### src/rtl/lin_interp_if.sv
// Stream bundle for lin_interp: valid/ready sample input, valid-only sample output.
interface lin_interp_if #(
  parameter int unsigned WIDTH = 32
) ();
  logic             i_vld;
  logic [WIDTH-1:0] i_data;
  logic             o_rdy;
  logic             o_vld;
  logic [WIDTH-1:0] o_data;

  modport slave (
    input  i_vld,
    input  i_data,
    output o_rdy,
    output o_vld,
    output o_data
  );

  modport master (
    output i_vld,
    output i_data,
    input  o_rdy,
    input  o_vld,
    input  o_data
  );
endinterface

### src/rtl/lin_interp.sv
// Linear-interpolating upsampler: each accepted sample closes a segment of 2^N outputs
// stepping from the previous sample toward it with floor rounding.
module lin_interp #(
  parameter int unsigned WIDTH = 32,
  parameter int unsigned N     = 2
) (
  input  logic        clk,
  input  logic        rstn,
  lin_interp_if.slave bus
);

  localparam int unsigned AW = WIDTH + N + 1;
  localparam int unsigned DW = WIDTH + 1;
  localparam int unsigned CW = (N > 0) ? N : 1;

  typedef enum logic [1:0] {
    EMPTY  = 2'd0,
    PRIMED = 2'd1,
    RUN    = 2'd2
  } state_e;

  state_e state_q, state_d;

  logic [WIDTH-1:0]     prev_q, prev_d;
  logic signed [AW-1:0] acc_q, acc_d;
  logic signed [DW-1:0] diff_q, diff_d;
  logic [CW-1:0]        cnt_q, cnt_d;
  logic                 o_vld_q, o_vld_d;
  logic [WIDTH-1:0]     o_data_q, o_data_d;

  logic                 seg_last;
  logic                 rdy;
  logic                 accept;
  logic signed [DW-1:0] diff_new;

  // The counter runs one ahead of the emitted index, so it wraps to zero on the last sample.
  assign seg_last = (N == 0) || (cnt_q == '0);
  assign accept   = bus.i_vld && rdy;
  assign diff_new = $signed({1'b0, bus.i_data}) - $signed({1'b0, prev_q});

  always_ff @(posedge clk or negedge rstn) begin
    if (!rstn) begin
      state_q <= EMPTY;
    end else begin
      state_q <= state_d;
    end
  end

  always_comb begin
    state_d = state_q;
    case (state_q)
      EMPTY:   if (accept) state_d = PRIMED;
      PRIMED:  if (accept) state_d = RUN;
      RUN:     if (seg_last && !accept) state_d = PRIMED;
      default: state_d = EMPTY;
    endcase
  end

  always_comb begin
    rdy = 1'b1;
    case (state_q)
      EMPTY:   rdy = 1'b1;
      PRIMED:  rdy = 1'b1;
      RUN:     rdy = seg_last;
      default: rdy = 1'b1;
    endcase
  end

  // Datapath next values; an accept in PRIMED or RUN always starts a fresh segment at k=0.
  always_comb begin
    prev_d   = prev_q;
    acc_d    = acc_q;
    diff_d   = diff_q;
    cnt_d    = cnt_q;
    o_vld_d  = 1'b0;
    o_data_d = o_data_q;
    case (state_q)
      EMPTY: begin
        if (accept) prev_d = bus.i_data;
      end
      PRIMED, RUN: begin
        if (accept) begin
          o_vld_d  = 1'b1;
          o_data_d = prev_q;
          diff_d   = diff_new;
          acc_d    = $signed(AW'(prev_q) << N) + $signed(AW'(diff_new));
          cnt_d    = CW'(1);
          prev_d   = bus.i_data;
        end else if (state_q == RUN && !seg_last) begin
          o_vld_d  = 1'b1;
          o_data_d = WIDTH'(acc_q >>> N);
          acc_d    = acc_q + AW'(diff_q);
          cnt_d    = cnt_q + CW'(1);
        end
      end
      default: ;
    endcase
  end

  always_ff @(posedge clk or negedge rstn) begin
    if (!rstn) begin
      prev_q   <= '0;
      acc_q    <= '0;
      diff_q   <= '0;
      cnt_q    <= '0;
      o_vld_q  <= 1'b0;
      o_data_q <= '0;
    end else begin
      prev_q   <= prev_d;
      acc_q    <= acc_d;
      diff_q   <= diff_d;
      cnt_q    <= cnt_d;
      o_vld_q  <= o_vld_d;
      o_data_q <= o_data_d;
    end
  end

  assign bus.o_rdy  = rdy;
  assign bus.o_vld  = o_vld_q;
  assign bus.o_data = o_data_q;

endmodule
### src/flat_wrapper.sv
// flat-port wrapper written by rule: the top's interface ports become plain ports
module lin_interp_flat 
#(
  parameter int unsigned WIDTH = 32,
  parameter int unsigned N     = 2
)
  (clk, rstn, bus_i_vld, bus_i_data, bus_o_rdy, bus_o_vld, bus_o_data);
  lin_interp_if #(.WIDTH(WIDTH)) bus_i ();
  input  logic clk;
  input  logic rstn;
  input wire logic [$bits(bus_i.i_vld)-1:0] bus_i_vld;
  input wire logic [$bits(bus_i.i_data)-1:0] bus_i_data;
  output wire logic [$bits(bus_i.o_rdy)-1:0] bus_o_rdy;
  output wire logic [$bits(bus_i.o_vld)-1:0] bus_o_vld;
  output wire logic [$bits(bus_i.o_data)-1:0] bus_o_data;
  assign bus_i.i_vld = bus_i_vld;
  assign bus_i.i_data = bus_i_data;
  assign bus_o_rdy = bus_i.o_rdy;
  assign bus_o_vld = bus_i.o_vld;
  assign bus_o_data = bus_i.o_data;
  lin_interp #(.WIDTH(WIDTH), .N(N)) u_core (.clk(clk), .rstn(rstn), .bus(bus_i));
endmodule
### config.mk
export PLATFORM = sky130hd
export DESIGN_NAME = lin_interp_flat
export DESIGN_NICKNAME = d
export VERILOG_FILES = /design/src/rtl/lin_interp_if.sv /design/src/rtl/lin_interp.sv /design/src/flat_wrapper.sv
export SDC_FILE = /design/constraint.sdc
export NUM_CORES = 1
export LEC_CHECK = 0
export CELL_PAD_IN_SITES_DETAIL_PLACEMENT = 1
export CELL_PAD_IN_SITES_GLOBAL_PLACEMENT = 2
export CORE_MARGIN = 5
export CORE_UTILIZATION = 36
export DETAILED_ROUTE_END_ITERATION = 12
export DONT_BUFFER_PORTS = 1
export PLACE_DENSITY = 0.79
export SLEW_MARGIN = 10
export SYNTH_ARGS = -nofsm -noshare
export SYNTH_HDL_FRONTEND = slang
export SYNTH_SLANG_ARGS = --single-unit
### constraint.sdc
create_clock -name clk -period 4.4 [get_ports clk]
set_input_delay 1.32 -clock clk [delete_from_list [all_inputs] [get_ports clk]]
set_output_delay 1.32 -clock clk [all_outputs]
set_load 0.005 [all_outputs]
Word level (Yosys, flattened, before mapping)

Cells that the tools add are included.

Add/subtract/negate cells: 4
Equal/unequal tests: 5
Multiplexer cells: 14
Reduce and logical (&&, ||, !) cells: 14

Operator list:

| operator                                                                | number |
|---|---|
| 35-bit by 33-bit adder with 35-bit output                               | 2 |
| 35-bit 2-to-1 mux                                                       | 2 |
| 32-bit 2-to-1 mux                                                       | 2 |
| 32-bit by 32-bit subtractor with 33-bit output                          | 1 |
| 2-bit 2-to-1 mux                                                        | 5 |
| 2-bit by 1-bit inequality test with 1-bit output, second input constant | 3 |
| 2-bit case mux with 3 select lines                                      | 1 |
| 2-bit AND reduction                                                     | 3 |
| 2-bit zero test                                                         | 2 |
| 1-bit 2-to-1 mux                                                        | 4 |
| 1-bit logical AND                                                       | 3 |
| 3-bit AND reduction                                                     | 1 |
| 3-bit OR reduction                                                      | 1 |
| 2-bit by 1-bit adder with 2-bit output, second input constant           | 1 |
| 2-bit by 1-bit equality test with 1-bit output, second input constant   | 1 |
| 2-bit equality test, second input constant                              | 1 |
| 1-bit zero test                                                         | 2 |
| 2-bit nonzero test                                                      | 1 |
| 2-bit OR reduction                                                      | 1 |

Register bits after elaboration: 137
Output and inout bits: 34
Word-level logic and storage cells: 44

Logic depth before layout (Yosys ltp)

Depth in word-level cells: 7
Depth in mapped cells: 24

Worst setup path before layout

No wires, ideal clock.

Path kind: input port to flip-flop
Start point: input port bus_i_data[0]
End point: register u_core.acc_q[32]
Library setup time: 0.077 ns
Arrival time: 5.231 ns
Required time: 4.323 ns
Slack: -0.909 ns
Stages on the path: 23
Path buffers: 0
Cell sequence: inv_1 ha_1 fa_1 nor2b_1 o31ai_1 a311o_1 nand2_2 nand3_1 nand2_1 a21o_1 a21oi_1 xnor2_1 ha_1 a21o_1 a221oi_1 o221ai_1 a31oi_1 o21ai_1 a31o_2 a311oi_1 xnor2_1 o22ai_1 a21oi_1

Cells in the longest elaborated chain, start to end: 3

Ends and longest elaborated chain:

| what                                           | line               | text |
|---|---|---|
| from (decl)                                    | flat_wrapper.sv:12 | `input wire logic [$bits(bus_i.i_data)-1:0] bus_i_data;` |
| 32-bit by 32-bit subtractor with 33-bit output | lin_interp.sv:39   | `assign diff_new = $signed({1'b0, bus.i_data}) - $signed({1'b0, prev_q});` |
| named net u_core.diff_new[18]                  | lin_interp.sv:34   | `logic signed [DW-1:0] diff_new;` |
| 35-bit by 33-bit adder with 35-bit output      | lin_interp.sv:86   | `acc_d = $signed(AW'(prev_q) << N) + $signed(AW'(diff_new));` |
| 35-bit 2-to-1 mux                              | lin_interp.sv:82   | `if (accept) begin` |
| to (signal assigned)                           | lin_interp.sv:103  | `acc_q <= '0;` |
| to (signal assigned)                           | lin_interp.sv:110  | `acc_q <= acc_d;` |
| to (decl)                                      | lin_interp.sv:25   | `logic signed [AW-1:0] acc_q, acc_d;` |

The timed path passes the listed nets, and every way through them passes these cells.
A chain may end at the register's enable or synchronous reset.

Worst setup path after layout

Start point: input port bus_i_data[1]
End point: register u_core.acc_q[32]

The elaborated chain is that of the path after synthesis.

==> metrics.txt <==
initial antenna violation count 0; post-synthesis instance area ~10000 sq um; Final min period a little over 5000 ps; post-layout net count around 1600; worst slack, placed -1200 ps; global-route wire length before repair about 57 mm; Max Used Layer met4; ant diodes 0; EDFF count, synth 0; htree depth 4; Synth warnings 0; final count of negative-setup-slack endpoints 19; Syn Nets about 1400; Max FO, Critical Path 3; hpwl dp between 20 and 30 mm; Yosys reg bits approximately 140; vias in the first global route 10500; RSZ-0062 raised after global routing true; clock latency on the worst-skew pair between 400 and 500 ps; Pre-Repair DR Iteration Count 5; FP Rows 61; I/O Pins approximately 70; Clock Sinks 136; worst min-delay path class flop to flop; Final period util 114%; Crit path required time 4750 ps; Worst Skew 14.8 ps; M1 WL approximately 18 mm; DRC violations left 0; CTS hold repair buffers 0; Initial Utilization 36.5%; failing checks negative setup slack; Die W around 180 um; met3 wire len between 1 and 1.5 mm; chip height 178 um; all-layer global routing usage around 22%; startpoint types primary input; maximum clock frequency 0.199 GHz; share of post-route cells with drive strength above 1 approximately 28%; CTS tree built; largest net degree at the start of global routing about 140; post-layout instance area about 14000 sq um; Num CTS Buffers 17; status finished, violations left; most frequent cells in the layout buf_4 (243), nand2_1 (202), dfrtp_1 (136), o21ai_0 (102), a21oi_1 (97); Rel. slew slack about 40%; CTS max path bufs 2; Final Instance Count excl. Fillers about 1900; Post-synth top flop dfrtp_1; max-cap viol count 0; GRT overflow 0; CP Cell Sequence ha_4, nor2b_4, o21a_1, o21ai_2, buf_6, a31oi_4, nor3_2, buf_4, nor2_4, a21oi_2, o21ai_2, xnor2_1, ha_1, a21o_1, a21o_1, a221oi_2, o221ai_2, a31oi_2, o21ai_1, a31o_2, a311oi_2, xnor2_1, o22ai_1, a21oi_1; Crit path max-delay family compound AO/OA/AOI/OAI gates; Seq/Total Area, Yosys between 30% and 40%; CP endpoint kind flop; Worst Path Arrival around 5400 ps; CP peak stage delay 300 ps; Wirelength per Cell 19.5 um; worst-margin pin slew around 910 ps; Routability Congestion about 0.87; Starting DRT DRC Count 560; area grow syn2layout 35.7%; final WL 36.4 mm; core area ~28000 sq um; WL met2 around 17 mm; Post-Syn Instances between 1000 and 1500; buffers plus inverters on the worst setup path 2; most common cell after layout, fill and taps aside buf_4; Port Buffers 0; CP max-delay cell ha_1; worst setup margin -628 ps; Post-DRT Antenna Nets 0; Final Hold Viols 0; Synth cell types 69; dpl cells approximately 1800; critical path class primary input to flop; Reg2Reg Setup Slack -230 ps; Async SR Flop Fraction 100%; Slew Viols, Final 0; Via Count 9967; die footprint about 32000 sq um; placed instance area between 10000 and 15000 sq um; clock-pin slew on the worst setup and hold paths around 60 ps; vias per cell about 5.3; Avg Inst Size Synth a little over 8 sq um; Root Driver clkbuf_16
==> repair_timing <==
item | in CTS | in global routing
gates resized for setup | 64 | 56
pin swaps | 34 | 55
gates cloned | 0 | 0
endpoints found under the hold margin | 0 | 0
endpoints found under the setup margin | 20 | 24
buffers inserted | 10 | 11
==> final timing paths <==
kind / cells past startpoint / from / endpoint
worst max-delay path: 24 / bus_i_data[1] / u_core.acc_q[32]
worst min-delay path: 2 / u_core.diff_q[21] / u_core.diff_q[21]
worst max register to register: 25 / u_core.prev_q[1] / u_core.acc_q[32]
worst min register to register: 2 / u_core.diff_q[21] / u_core.diff_q[21]
max in group asynchronous: 0 / rstn / u_core.acc_q[16]
min in group asynchronous: 0 / rstn / u_core.bus.o_data[15]
==> synthesized netlist by cell type (4+ instances only) <==
cell        n  share of area [%]
buf_1       4               0.15
o211ai_1    4               0.30
nor3_1     15               0.74
a21o_1     58                4.3
o31ai_1     4               0.30
nor2_1     97                3.6
nand3_1    14               0.69
nand2_1   205                7.6
inv_1      63                2.3
and2_1      4               0.25
xor2_1     35                3.0
mux2_2      7               0.78
a211oi_1   14                1.0
a22oi_1     6               0.44
xnor2_1    45                3.9
a31oi_1    14               0.86
ha_1      102                 13
nand4_1     8               0.49
nand2b_1   11               0.68
o21ai_1    37                1.8
clkbuf_1   39                1.4
o22ai_1     4               0.25
dfrtp_1   136                 33
nor2b_1    17                1.0
o21ai_0   113                5.6
a21oi_1   120                5.9
o21bai_1    8               0.59
and3_1      8               0.49
==> area by class of cell <==
| type | instances | area (sq um) |
|---|---|---|
| clock buffer | 25 | 485 |
| clock inverter | 7 | 116 |
| fill | 3296 | 14100 |
| inverter | 64 | 253 |
| multi-input combinational | 1010 | 7170 |
| sequential | 136 | 3400 |
| tap | 378 | 473 |
| timing repair buffer | 249 | 1900 |
==> routing by layer <==
metal,global-route usage [%],vias up
met5,0,-
met4,4.61,0
met1,31.1,4926
met2,37.7,161
met3,2.76,34
li1,-,4846
==> through the flow <==
step	TNS [ps]	util (%)	hold WS (ps)
after global placement	-16500	44.6	465
after floorplan	-4280	-	445
final	-6770	49.5	480
after global routing	-9610	49.5	516
after detailed placement	-18210	44.6	472
after CTS	-5300	48.3	488
==> logic make-up (layout without fill, tap and decap cells) <==
logic type | Yosys count | in the layout | synth area share [%]
muxes | 8 | 8 | 0.873
and+or+nand+nor | 397 | 397 | 16.9
buffers and inverters | 107 | 345 | 3.95
adders and majority gates | 105 | 105 | 13.1
xor gates and xnor gates | 81 | 81 | 7.05
AOI/OAI and AO/OA | 419 | 419 | 24.7
DFF | 136 | 136 | 33.5
==> sequential cells by signal, indices dropped and copies added (netlist names) <==
name and flops:
u_core.acc_q 34, u_core.diff_q 33, u_core.bus.o_data 32, u_core.prev_q 32, u_core.cnt_q 2, u_core.state_q 2
u_core.bus.o_vld 1
==> worst register-to-register path, delay by kind of cell (launching register included) <==
kind,cells,cell delay [ps]
xor gates and xnor gates,2,380
and+or+nand+nor,3,280
DFF,1,380
adders and majority gates,2,510
buffers and inverters,3,420
AOI/OAI and AO/OA,15,2600
Power is not shown: default switching activity piles up to over one toggle a cycle in this logic, so the estimate is an artifact.
